### src/rtl/main_fsm.sv
// Command decoder for echo control: detects NewCmd rising edges, latches the command byte and
// emits a one-cycle echoOn/echoOff pulse when the requested mode differs from the current one.
module main_fsm #(
  parameter logic [7:0] CMD_ECHO_ON  = 8'h45,
  parameter logic [7:0] CMD_ECHO_OFF = 8'h65
) (
  input  logic       clk,
  input  logic       rst_n,
  input  logic [7:0] Cmd,
  input  logic       NewCmd,
  output logic       echoOn,
  output logic       echoOff
);

  localparam logic [1:0] IDLE     = 2'd0;
  localparam logic [1:0] DECODE   = 2'd1;
  localparam logic [1:0] ECHO_ON  = 2'd2;
  localparam logic [1:0] ECHO_OFF = 2'd3;

  logic [1:0] state;
  logic [1:0] stateNext;
  logic       echoMode;
  logic [7:0] cmdLatch;
  logic       newCmdPrev;
  logic       cmdEdge;

  assign cmdEdge = NewCmd & ~newCmdPrev;

  always_comb begin
    stateNext = state;
    case (state)
      IDLE: begin
        if (cmdEdge) stateNext = DECODE;
      end
      DECODE: begin
        if (cmdLatch == CMD_ECHO_ON && !echoMode) begin
          stateNext = ECHO_ON;
        end else if (cmdLatch == CMD_ECHO_OFF && echoMode) begin
          stateNext = ECHO_OFF;
        end else begin
          stateNext = IDLE;
        end
      end
      ECHO_ON:  stateNext = IDLE;
      ECHO_OFF: stateNext = IDLE;
      default:  stateNext = IDLE;
    endcase
  end

  // Pulses come straight from flops tracking the state, so they are glitch-free.
  always_ff @(posedge clk or negedge rst_n) begin
    if (!rst_n) begin
      state      <= IDLE;
      echoMode   <= 1'b0;
      cmdLatch   <= 8'h00;
      newCmdPrev <= 1'b0;
      echoOn     <= 1'b0;
      echoOff    <= 1'b0;
    end else begin
      newCmdPrev <= NewCmd;
      state      <= stateNext;
      echoOn     <= (stateNext == ECHO_ON);
      echoOff    <= (stateNext == ECHO_OFF);
      if (state == IDLE && cmdEdge) cmdLatch <= Cmd;
      if (state == ECHO_ON) echoMode <= 1'b1;
      if (state == ECHO_OFF) echoMode <= 1'b0;
    end
  end

endmodule

### config.mk
export PLATFORM = sky130hd
export DESIGN_NAME = main_fsm
export DESIGN_NICKNAME = d
export VERILOG_FILES = /design/src/rtl/main_fsm.sv
export SDC_FILE = /design/constraint.sdc
export NUM_CORES = 1
export LEC_CHECK = 0
export CAP_MARGIN = 20
export CORE_AREA = 4 4 43 45
export CTS_CLUSTER_SIZE = 8
export DETAILED_ROUTE_END_ITERATION = 12
export DIE_AREA = 0 0 47 49
export GPL_TIMING_DRIVEN = 0
export PLACE_DENSITY = 0.76
export SYNTH_ARGS = -nofsm -noshare
export SYNTH_HDL_FRONTEND = slang
export SYNTH_SLANG_ARGS = --single-unit
### constraint.sdc
create_clock -name clk -period 1.41 [get_ports clk]
set_clock_uncertainty 0.05 [all_clocks]
set_input_delay 0.2115 -clock clk [delete_from_list [all_inputs] [get_ports clk]]
set_output_delay 0.2115 -clock clk [all_outputs]
set_load 0.005 [all_outputs]
==> results of run 1 <==
## critical path, delay by kind of cell, from the launching register on
family / cells / cell delay, ns
flip-flops: 1 / 0.38
AND/OR/NAND/NOR: 1 / 0.59
AO/OA/AOI/OAI: 1 / 0.27
## cell type report
type,instances,area share
multi-input cells,20,0.308
clock buffers,4,0.0454
repair buffers,14,0.177
inverters,1,0.00469
well taps,16,0.0250
flip-flops and latches,14,0.440
## flip-flops by register name (all words and copies together), names as in the netlist
| signal | count |
|---|---|
| cmdLatch | 8 |
| echoMode | 1 |
| echoOff | 1 |
| echoOn | 1 |
| newCmdPrev | 1 |
| state | 2 |
## how the worst max path moves through the flow
stage / from / endpoint / slack [ns] / cells after the start
2_1_floorplan: state[0]$_DFF_PN0_ / cmdLatch[0]$_DFFE_PN0P_ / 0.002 / 2
3_3_place_gp: NewCmd / cmdLatch[1]$_DFFE_PN0P_ / -0.36 / 3
3_5_place_dp: NewCmd / cmdLatch[1]$_DFFE_PN0P_ / -0.38 / 3
4_1_cts: cmdLatch[3]$_DFFE_PN0P_ / state[1]$_DFF_PN0_ / -0.003 / 2
5_1_grt: state[0]$_DFF_PN0_ / cmdLatch[7]$_DFFE_PN0P_ / -0.03 / 3
6_report: cmdLatch[7]$_DFFE_PN0P_ / state[0]$_DFF_PN0_ / 0.02 / 2
## power groups by stage
stage	combinational, mW	clock (mW)	sequential, mW
finish	0.140	0.287	0.489
global route	0.156	0.316	0.496
CTS	0.126	0.292	0.485
detailed placement	0.119	0	0.492
global placement	0.114	0	0.488
floorplan	0.0744	0	0.481
## cells in the final DEF (no fill, tap or decap)
cell type	netlist	routed
dfrtp_1	14	13
clkdlybuf4s50_1	0	11
mux2_2	8	7
clkbuf_4	0	3
nor4b_4	1	2
or4bb_4	0	1
nand4bb_2	0	1
nand3b_1	1	1
or4b_2	1	1
o31ai_1	1	1
xor2_1	1	1
nor4_4	0	1
nor2_1	1	1
nor3_1	1	1
mux2_4	0	1
inv_1	1	1
mux2i_1	1	1
clkbuf_8	0	1
dlymetal6s2s_1	0	1
buf_6	0	1
buf_4	0	1
dfrtp_2	0	1
## repair_timing
item	4_1_cts	5_1_grt
resized for setup	2	6
endpoints found under the setup margin	11	11
pin swaps	1	4
buffers inserted	1	1
## cells by family after synthesis
logic type,after synthesis,synth area share
flops,14,0.614
buf+inv,1,0.00657
compound gates,1,0.0132
simple gates,9,0.175
mux,9,0.175
xor+xnor,1,0.0154
## routing by layer
metal,vias up,part of all wire,track usage
met5,-,0,0
met4,0,0,0.0553
met3,0,0.089,0.0258
met2,12,0.51,0.158
met1,178,0.41,0.118
li1,168,-,-
==> out/results.tsv, run 1 <==
metric	value	unit
n_antenna_cell	0	
maxCapViolCount	0	
ys_types	15	
critical_path_class	reg -> reg	
root_buffer	clkbuf_4	
hpwl	752	um
startpoint_type	flip-flop	
switching_share	0.236	
fmax	0.720	GHz
worstPathRequired	1.54	ns
async_flop_share	1.00	
worstPathArrival	1.52	ns
place_inst	63	
ys_warn_count	0	
rrSetupSlack	0.02	ns
io_buffers	12	
drive_above_1_share	0.396	
status	complete, no violations	
finish.utilization	0.543	
yosys-top-cells-area	dfrtp_1 (61%), mux2_2 (16%), nor4b_4 (4.2%)	
io_pins	13	
cts_buffer_depth	2	
worst_setup_path_end_kind	flip-flop	
hold_viol	0	
power_density	1140	mW/mm^2
multi_input_area	246	um^2
place_area	711	um^2
regArea	352	um^2
firstDrtPassIters	4	
synth_edf_count	0	
power	915	uW
timing.hold.ws	0.255	ns
cts_hold_buf	0	
synth_cells	35	
die_height	49	um
die_area	0.00230	mm^2
nets	65	
vdd_drop_max	0.537	mV
synthFlopType	dfrtp_1	
grt_pass1_wl	1.66	mm
nFillCells	137	
r2r_start	cmdLatch[7]$_DFFE_PN0P_	
grt_pass1_vias	400	
setup_viol	0	
routabilityCongestion	0.648	
cpPeakStageDelay	0.59	ns
path_clk_slew	0.08	ns
start_util	0.388	
grt_max_degree	15	
period_share	0.985	
rsz0062_at_grt	true	
antenna_left	0	
crit_path_top_delay_cell	or4bb_4	
htree_levels	1	
drc_errors	0	
crit_fanout	4	
postLayoutCellArea	800	um^2
synth_top_area_frac	0.614	
first_iter_violations	4	
ys_ff_latch	14	
worstSkewPairLatency	0.28	ns
cts_buffers	3	
slew_headroom	0.599	
rows	14	
slew_violations	0	
power_frac_comb	0.152	
rr_worst_depth	2	
grt_usage	0.100	
tightest_slew	0.600	ns
via_per_inst	5.19	
cts_tree	built	
fp.dieW	47	um
yosysTopAreaCell	dfrtp_1	
crit_chain	or4bb_4 > o31ai_1	
fp.coreArea	0.00147	mm^2
cts.sinks	14	
wl_per_cell	14.3	um
power.switching	216	uW
p_int	699	uW
netlist_area	571	um^2
syn_area_per_cell	16.3	um^2
ys_top_cells_by_count	dfrtp_1 (14), mux2_2 (8)	
pre_cts_slack	-0.380	ns
p_leak	0.347	nW
wirelength	990	um
p_clk_frac	0.313	
setup-tns-final	0	ns
ys_seq_area_frac	0.614	
finalWorstSetupSlack	0.0212	ns
yosys.cell_count.top_type	dfrtp_1	
pwr-share-seq	0.534	
syn_to_final_growth	40.1	%
num_vias	358	
period_needed	1.39	ns
gr-total-overflow	0	
instances_no_fill	69	
r2r_end	state[0]$_DFF_PN0_	
hold_path_class	in -> async	
syn-num-nets	46	
antenna_found_initial	0	
(Power assumes the default switching activity.)
==> run 2, diff against run 1 <==
--- a/config.mk
+++ b/config.mk
@@ -5,7 +5,7 @@
 export SDC_FILE = /design/constraint.sdc
 export NUM_CORES = 1
 export LEC_CHECK = 0
-export CAP_MARGIN = 20
+export CAP_MARGIN = 5
 export CORE_AREA = 4 4 43 45
 export CTS_CLUSTER_SIZE = 8
 export DETAILED_ROUTE_END_ITERATION = 12
==> results of run 2 <==
No change in the layout: final DEF, timing and power equal those of run 1.
==> run 3, diff against run 2 <==
--- a/config.mk
+++ b/config.mk
@@ -11,7 +11,7 @@
 export DETAILED_ROUTE_END_ITERATION = 12
 export DIE_AREA = 0 0 47 49
 export GPL_TIMING_DRIVEN = 0
-export PLACE_DENSITY = 0.76
+export PLACE_DENSITY_LB_ADDON = 0.2
 export SYNTH_ARGS = -nofsm -noshare
 export SYNTH_HDL_FRONTEND = slang
 export SYNTH_SLANG_ARGS = --single-unit
==> run 3 against run 2 <==
- critical path depth grew 1
- sequential power is essentially flat
- global-route usage grew 0.37 points
- register-to-register slack is essentially flat
- via count shrank 2.2%
- hold slack gained 0.017 ns
- highest routed layer is now met4
==> out/results.tsv, run 3 (synthesized netlist as in run 1, its figures left out) <==
metric	value	unit	change
status	complete, no violations		
layout_commonest_cell	dfrtp_1		
n_antenna_cell	0		unchanged
slew_violations	0		unchanged
fp.dieW	47	um	unchanged
rows	14		unchanged
critical_path_class	reg -> reg		
firstDrtPassIters	2		-2
place_inst	63		unchanged
hold_path_class	in -> async		
place_area	711	um^2	unchanged
top_regs	cmdLatch x8, state x2		
antenna_left	0		unchanged
slew_headroom	0.588		-0.0111
nets	64		-1.5%
worstPathArrival	1.50	ns	-0.02 ns
hpwl	739	um	-1.7%
cts_buffer_depth	2		unchanged
setup_viol	0		unchanged
maxCapViolCount	0		unchanged
grt_pass1_vias	400		unchanged
cts_tree	built		
p_clk_frac	0.249		-0.064
tightest_slew	0.616	ns	+0.0165 ns
period_needed	1.39	ns	+0.00166 ns
fmax	0.719	GHz	-0.12%
power_density	1080	mW/mm^2	-5.6%
startpoint_type	flip-flop		
switching_share	0.236		about the same
period_share	0.986		+0.00118
num_vias	350		-2.2%
gr-total-overflow	0		unchanged
worstPathRequired	1.52	ns	-0.02 ns
routabilityCongestion	0.674		+4.0%
htree_levels	1		unchanged
hold_viol	0		unchanged
wl_per_cell	15.1	um	+5.0%
pwr-share-seq	0.573		+0.039
crit_start	state[0]$_DFF_PN0_		
worstSkewPairLatency	0.27	ns	about the same
root_buffer	clkbuf_4		
largest_reg_flops	8		unchanged
start_util	0.388		unchanged
p_leak	0.346	nW	-0.42%
io_buffers	12		unchanged
grt_usage	0.104		+0.00366
drc_errors	0		unchanged
postLayoutCellArea	788	um^2	-1.4%
vdd_drop_max	0.563	mV	+4.8%
antenna_found_initial	0		unchanged
rrSetupSlack	0.02	ns	about the same
finish.utilization	0.536		-0.00765
worst_setup_path_end_kind	flip-flop		
io_pins	13		unchanged
syn_to_final_growth	38.2	%	
rsz0062_at_grt	true		
power_frac_comb	0.178		+0.026
r2r_start	state[0]$_DFF_PN0_		
wirelength	1.01	mm	+1.9%
cts.sinks	14		unchanged
drive_above_1_share	0.373		-0.0237
crit_fanout	8		+4
nFillCells	134		-2.2%
grt_max_degree	15		unchanged
path_clk_slew	0.07	ns	about the same
instances_no_fill	67		-2.9%
p_int	651	uW	-6.9%
layout_common_cells	dfrtp_1 (13), clkdlybuf4s50_1 (11), mux2_4 (6), clkbuf_4 (3), mux2_2 (2)		
first_iter_violations	4		unchanged
die_height	49	um	unchanged
cts_buffers	3		unchanged
fp.coreArea	0.00147	mm^2	unchanged
die_area	0.00230	mm^2	unchanged
grt_pass1_wl	1.69	mm	+2.1%
regMostFlops	cmdLatch		
timing.hold.ws	0.272	ns	+0.0169 ns
power.switching	201	uW	-7.0%
via_per_inst	5.22		+0.68%
[run 3: what timing repair did]
action / in CTS / in global routing
hold buffers: 0 / 0
setup buffers: 1 / 0
resized for setup: 2 / 10
hold endpoints to repair: 0 / 0
pin swaps: 1 / 2
endpoints found under the setup margin: 10 / 12
[run 3: layer usage]
layer,GRT usage,share of wire,up-vias
li1,-,-,162
met1,0.126,0.42,173
met2,0.149,0.49,13
met3,0.0369,0.076,2
met4,0.0691,0.019,0
met5,0,0,-
[run 3: area by class of cell]
| cell class | count | area [um^2] | area share |
|---|---|---|---|
| clock buffer | 3 | 22.5 | 0.0286 |
| tap | 16 | 20.0 | 0.0254 |
| inverter | 1 | 3.75 | 0.00476 |
| timing repair buffer | 13 | 134 | 0.170 |
| sequential | 14 | 352 | 0.446 |
| multi-input combinational | 20 | 256 | 0.325 |
[run 3: path summary, 6_finish.rpt]
path	end	depth (start not counted)
setup reg to reg	cmdLatch[0]$_DFFE_PN0P_	3
min in group clk	newCmdPrev$_DFF_PN0_	1
hold reg to reg	cmdLatch[2]$_DFFE_PN0P_	1
max in group asynchronous	state[0]$_DFF_PN0_	1
hold / removal	newCmdPrev$_DFF_PN0_	1
setup / recovery	cmdLatch[0]$_DFFE_PN0P_	3
[run 3: power by group through the flow]
stage	Sequential, mW	Combinational [mW]	Clock, mW
after floorplan	0.481	0.0744	0
after global placement	0.487	0.113	0
after detailed placement	0.492	0.119	0
after CTS	0.485	0.126	0.222
after global routing	0.497	0.164	0.243
final	0.488	0.152	0.212
[run 3: critical path, stage by stage (launching register included)]
cell     delay, ns
dfrtp_2       0.44
nor4b_4       0.26
buf_6         0.19
mux2_2        0.34
[run 3: per-stage QoR]
| step | power (mW) | TNS (ns) | worst slack, ns |
|---|---|---|---|
| after floorplan | 0.556 | 0 | 0.00208 |
| final | 0.852 | 0 | 0.0196 |
| after CTS | 0.833 | 0 | 0.00615 |
| after detailed placement | 0.611 | -3.45 | -0.420 |
| after global placement | 0.600 | -2.95 | -0.357 |
| after global routing | 0.903 | -0.128 | -0.0512 |
